File: src/rtl/ifu_pfq.sv
// ============================================================================
//  Module   : ifu_pfq
//  Purpose  : Instruction-fetch prefetch queue. Issues sequential fetch
//             requests under a credit limit, buffers in-order responses in a
//             DEPTH-entry {pc,inst} FIFO and presents them to decode. A
//             redirect empties the FIFO and marks every outstanding request
//             stale. Stale responses are dropped while the block is flushing.
//  Ports    : clk, rst_n                 clock, async active-low reset
//             o_req_val/i_req_rdy/o_req_addr   fetch request channel
//             i_rsp_val/i_rsp_data             in-order response channel
//             o_val/i_rdy/o_in/o_pc            decode channel
//             i_setpc/i_pc/i_pcadd             redirect strobe and target
//             o_flushing                       stale responses pending
//  Revision : 1.0  initial release
// ============================================================================
`default_nettype none

module ifu_pfq #(
  parameter int              XLEN     = 32,
  parameter int              DEPTH    = 4,
  parameter logic [XLEN-1:0] RESET_PC = XLEN'(32'h8000_0000)
) (
  input  logic            clk,
  input  logic            rst_n,
  output logic            o_req_val,
  input  logic            i_req_rdy,
  output logic [XLEN-1:0] o_req_addr,
  input  logic            i_rsp_val,
  input  logic [31:0]     i_rsp_data,
  output logic            o_val,
  input  logic            i_rdy,
  output logic [31:0]     o_in,
  output logic [XLEN-1:0] o_pc,
  input  logic            i_setpc,
  input  logic [XLEN-1:0] i_pc,
  input  logic [XLEN-1:0] i_pcadd,
  output logic            o_flushing
);

  localparam int             PW      = $clog2(DEPTH);
  localparam int             CW      = PW + 1;
  localparam logic [CW-1:0]  C_DEPTH = CW'(DEPTH);

  typedef enum logic [0:0] {
    ST_RUN   = 1'b0,
    ST_FLUSH = 1'b1
  } state_e;

  state_e          state_q;
  logic [XLEN-1:0] pf_pc_q,    pf_pc_d;
  logic [XLEN-1:0] rsp_pc_q,   rsp_pc_d;
  logic [CW-1:0]   out_cnt_q,  out_cnt_d;
  logic [CW-1:0]   drop_cnt_q, drop_cnt_d;
  logic [CW-1:0]   occ_q,      occ_d;
  logic [PW-1:0]   wr_ptr_q,   wr_ptr_d;
  logic [PW-1:0]   rd_ptr_q,   rd_ptr_d;

  logic [XLEN-1:0] mem_pc_q   [DEPTH];
  logic [31:0]     mem_inst_q [DEPTH];

  logic [CW-1:0]   w_credit;
  logic            w_req_val;
  logic            w_req_fire;
  logic            w_flush;
  logic            w_rsp_ok;
  logic            w_push;
  logic            w_val;
  logic            w_pop;
  logic [XLEN-1:0] w_sum;
  logic [XLEN-1:0] w_tgt;

  // Live (non-stale) in-flight requests plus buffered entries must never
  // exceed DEPTH, which is what makes a FIFO overflow impossible.
  assign w_credit   = out_cnt_q - drop_cnt_q + occ_q;
  // Gating with rst_n keeps the request quiet while reset is held.
  assign w_req_val  = rst_n && !i_setpc && (w_credit < C_DEPTH);
  assign w_req_fire = w_req_val && i_req_rdy;
  assign w_flush    = (state_q == ST_FLUSH);
  // A response with nothing outstanding is spurious and has no effect.
  assign w_rsp_ok   = i_rsp_val && (out_cnt_q != '0);
  // A redirect discards any same-cycle response, whatever the state.
  assign w_push     = w_rsp_ok && !w_flush && !i_setpc;
  assign w_val      = (occ_q != '0);
  assign w_pop      = w_val && i_rdy;
  assign w_sum      = i_pc + i_pcadd;
  assign w_tgt      = w_sum & ~XLEN'(3);

  always_comb begin
    pf_pc_d    = pf_pc_q;
    rsp_pc_d   = rsp_pc_q;
    out_cnt_d  = out_cnt_q;
    drop_cnt_d = drop_cnt_q;
    occ_d      = occ_q;
    wr_ptr_d   = wr_ptr_q;
    rd_ptr_d   = rd_ptr_q;
    if (i_setpc) begin
      // No request can fire this cycle (o_req_val is low), so every
      // request still outstanding after this edge is stale.
      pf_pc_d    = w_tgt;
      rsp_pc_d   = w_tgt;
      out_cnt_d  = out_cnt_q - CW'(w_rsp_ok);
      drop_cnt_d = out_cnt_q - CW'(w_rsp_ok);
      occ_d      = '0;
      wr_ptr_d   = '0;
      rd_ptr_d   = '0;
    end else begin
      if (w_req_fire) pf_pc_d = pf_pc_q + XLEN'(4);
      if (w_push) begin
        rsp_pc_d = rsp_pc_q + XLEN'(4);
        wr_ptr_d = wr_ptr_q + PW'(1);
      end
      if (w_pop) rd_ptr_d = rd_ptr_q + PW'(1);
      out_cnt_d  = out_cnt_q + CW'(w_req_fire) - CW'(w_rsp_ok);
      drop_cnt_d = drop_cnt_q - CW'(w_rsp_ok && w_flush);
      occ_d      = occ_q + CW'(w_push) - CW'(w_pop);
    end
  end

  always_ff @(posedge clk or negedge rst_n) begin
    if (!rst_n) begin
      state_q    <= ST_RUN;
      pf_pc_q    <= RESET_PC;
      rsp_pc_q   <= RESET_PC;
      out_cnt_q  <= '0;
      drop_cnt_q <= '0;
      occ_q      <= '0;
      wr_ptr_q   <= '0;
      rd_ptr_q   <= '0;
    end else begin
      state_q    <= (drop_cnt_d != '0) ? ST_FLUSH : ST_RUN;
      pf_pc_q    <= pf_pc_d;
      rsp_pc_q   <= rsp_pc_d;
      out_cnt_q  <= out_cnt_d;
      drop_cnt_q <= drop_cnt_d;
      occ_q      <= occ_d;
      wr_ptr_q   <= wr_ptr_d;
      rd_ptr_q   <= rd_ptr_d;
    end
  end

  // Storage is deliberately left unreset; occ_q qualifies every read.
  always_ff @(posedge clk) begin
    if (w_push) begin
      mem_pc_q[wr_ptr_q]   <= rsp_pc_q;
      mem_inst_q[wr_ptr_q] <= i_rsp_data;
    end
  end

  assign o_req_val  = w_req_val;
  assign o_req_addr = pf_pc_q;
  assign o_val      = w_val;
  assign o_in       = w_val ? mem_inst_q[rd_ptr_q] : 32'h0;
  assign o_pc       = w_val ? mem_pc_q[rd_ptr_q]   : '0;
  assign o_flushing = w_flush;

endmodule

`default_nettype wire

File: config.mk
export PLATFORM = sky130hd
export DESIGN_NAME = ifu_pfq
export DESIGN_NICKNAME = d
export VERILOG_FILES = /design/src/rtl/ifu_pfq.sv
export SDC_FILE = /design/constraint.sdc
export NUM_CORES = 1
export LEC_CHECK = 0
export ABC_AREA = 1
export CORE_ASPECT_RATIO = 2
export CORE_MARGIN = 5
export CORE_UTILIZATION = 45
export DETAILED_ROUTE_END_ITERATION = 8
export PLACE_DENSITY = 0.73
export SLEW_MARGIN = 20
export SYNTH_ARGS = -nofsm -noshare
export SYNTH_HDL_FRONTEND = slang
export SYNTH_SLANG_ARGS = --single-unit
File: constraint.sdc
create_clock -name clk -period 12.2 [get_ports clk]
set_input_delay 1.22 -clock clk [delete_from_list [all_inputs] [get_ports clk]]
set_output_delay 1.22 -clock clk [all_outputs]
set_load 0.02 [all_outputs]
==> out/results.ini <==
[global_route]
grtUsageMet3_pct = 1.99
overflow = 0
antenna_found_initial = 0
use_met1_pct = 22.0
busiest_layer = met2
grt_max_degree = 103
grt_pass1_vias = 14200
grt_pass1_wl_microns = 74600
grt_usage_pct = 22.6
grt.met2_usage_pct = 44.9

[floorplanning]
fp.dieArea_sq_um = 42000
die_x_microns = 147
initial_core_util_pct = 45.6
num_rows = 100
core_sq_um = 37300
io-pin-count = 201
die_h_microns = 285

[clock_tree]
hold_buffers = 0
clk_pin_slew_ns = 0.07
cts_buffers = 26
cts_root_buf = clkbuf_16
cts_setup_buffers = 0
cts_resized = 0
cts_max_level = 1
cts_tree = built
clock_latency_ns = 0.56
cts_num_sinks = 322
clock_path_buffers = 3

[place]
routabilityCongestion = 0.989
port_buffers = 196
dp_cells = 2556
dp_hpwl_microns = 35100
detailedPlace.worstSlack_ns = 7.69

[worst_setup_path]
max_stage_delay_ns = 0.75
crit_chain = inv_2, buf_4, o21ai_0, a21oi_1, clkdlybuf4s50_1
worstSetupPathType = reg -> out
crit_family = buffers and inverters
reg2regPathDepth = 16
slowest_stage = buf_4
cp_max_fo = 102
cp-start-kind = register
endpoint_kind = output pin
crit_cells = 5
required_ns = 10.98
arrival_ns = 3.76
worst-path-buf-inv = 3

[min_path]
hold_path_class = reg -> reg
min_path_cells = 2

[timing]
rsz0062_at_grt = no
fmax_ghz = 0.201
period_minus_slack_ns = 4.98
worst_slack_ns = 7.22
finalHoldViolCount = 0
slew_violations = 0
finalSetupViolCount = 0
finClkSkew_ns = 0.0249
tns_ns = 0
tightest_slew_ns = 0.965
fin_crit_sh_pct = 40.8
slew_headroom_pct = 35.7

[cells_and_area]
drive_above_1_share_pct = 4.80
final_cell_mix = nor2_1, nand2_1, edfxtp_1
diodes = 0
fin_cells = 2604
mostFrequentLayoutCell = nor2_1
synthToLayoutAreaGrowth_pct = 18.6
fin_nets = 2276

[drt]
viasPerCell = 5.43
vias = 14100
drt_iter0_markers = 767
drtAntennaViolNets = 0
drt_wl_total_microns = 48700
wire_per_inst_microns = 18.7
drt_first_pass_iters = 5
drc = 0

[run]
maxCapViolCount = 0

[logic_synthesis]
syn_inst = 1959
ys.warnings.count = 0
synth.cell_area_sq_um = 17000
synth_top_area_share_pct = 43.8
synth_top_area_cell = edfxtp_1
synth_seq_cells = 322
avgSynthCellArea_sq_um = 8.68
ys_top_cells_by_area = edfxtp_1, dfrtp_1, nor2_1, nand2_1, o21ai_0
ys_seq_area_share_pct = 54.7
yosysUniqueCellTypes = 46

[power]
ir_drop_mv = 0.125
p_leak_nw = 8.13
power_density_nw_per_um2 = 186
power.total_mw = 3.76

[status]
status = completed

-- where the power goes --
part           switching [mW]  internal (mW)
logic                   0.897          0.569
registers               0.173           1.30
clock network           0.377          0.442
total                    1.45           2.31
-- metal layers --
layer	vias up	wire [microns]
li1	6829	-
met1	6680	16600
met2	477	27000
met3	150	1940
met4	0	3240
met5	-	0
-- final timing paths --
kind	from	end	slack, ns
worst max-delay path	rd_ptr_q[0]	o_pc[28]	7.22
worst min-delay path	o_req_addr[31]	o_req_addr[31]	0.50
worst max register to register	out_cnt_q[1]	out_cnt_q[2]	8.46
worst min register to register	o_req_addr[31]	o_req_addr[31]	0.50
max in group asynchronous	rst_n	rd_ptr_q[0]	10.93
min in group asynchronous	rst_n	o_flushing	0.68
-- layout make-up --
type	count	area, sq um
Inverter	195	732
Fill cell	3361	17100
Clock inverter	10	88.8
Clock buffer	38	736
Timing Repair Buffer	207	2050
Tap cell	459	574
Multi-Input combinational cell	1373	6690
Sequential cell	322	9310
-- logic make-up (layout without fill, tap and decap cells) --
group | Yosys count | in the layout | synth area share (%)
AOI/OAI and AO/OA | 360 | 360 | 11.1
xor gates and xnor gates | 27 | 27 | 1.39
adders and majority gates | 49 | 49 | 3.74
buffers and inverters | 267 | 450 | 6.22
DFF | 322 | 322 | 54.7
other | 1 | 4 | 0.0221
and+or+nand+nor | 933 | 933 | 22.9
-- per-stage QoR --
stage | utilization, % | hold slack, ns | area [sq um]
4_1_cts | 54.1 | 0.501 | 20200
2_1_floorplan | - | 0.471 | 17000
6_report | 54.1 | 0.503 | 20200
3_5_place_dp | 51.9 | 0.497 | 19300
3_3_place_gp | 51.9 | 0.492 | 19300
5_1_grt | 54.1 | 0.536 | 20200
-- flip-flops by register name, indices dropped and copies added (netlist names) --
| name | cells |
|---|---|
| o_req_addr | 30 |
| occ_q | 3 |
| wr_ptr_q | 2 |
| mem_inst_q | 128 |
| o_flushing | 1 |
| out_cnt_q | 3 |
| rsp_pc_q | 30 |
| drop_cnt_q | 3 |
| rd_ptr_q | 2 |
| mem_pc_q | 120 |
-- synth_stat cells (all sizes together) --
| cell type | n |
|---|---|
| or3 | 1 |
| and3b | 1 |
| nand2 | 382 |
| and3 | 3 |
| or2 | 4 |
| nor2 | 406 |
| nand4 | 16 |
| conb | 1 |
| fa | 3 |
| nor3b | 3 |
| dfrtp | 72 |
| o211ai | 4 |
| o31ai | 2 |
| clkinv | 1 |
| and2 | 2 |
| buf | 27 |
| clkbuf | 45 |
| a21oi | 139 |
| ha | 46 |
| nand3b | 15 |
| nor3 | 31 |
| a22oi | 4 |
| o21ai | 186 |
| xor2 | 16 |
| a31oi | 19 |
| xnor2 | 11 |
| edfxtp | 248 |
| inv | 194 |
| dfstp | 2 |
| o21a | 1 |
| nand3 | 69 |
| o21bai | 5 |
-- worst register-to-register path, delay by kind of cell, from the launching register on --
family	cells	cell delay, ns
buffers and inverters	3	0.22
AOI/OAI and AO/OA	1	0.08
adders and majority gates	5	1.90
xor gates and xnor gates	1	0.21
DFF	1	0.38
and+or+nand+nor	6	0.83
Note: power is estimated with default switching activity, not from simulation.
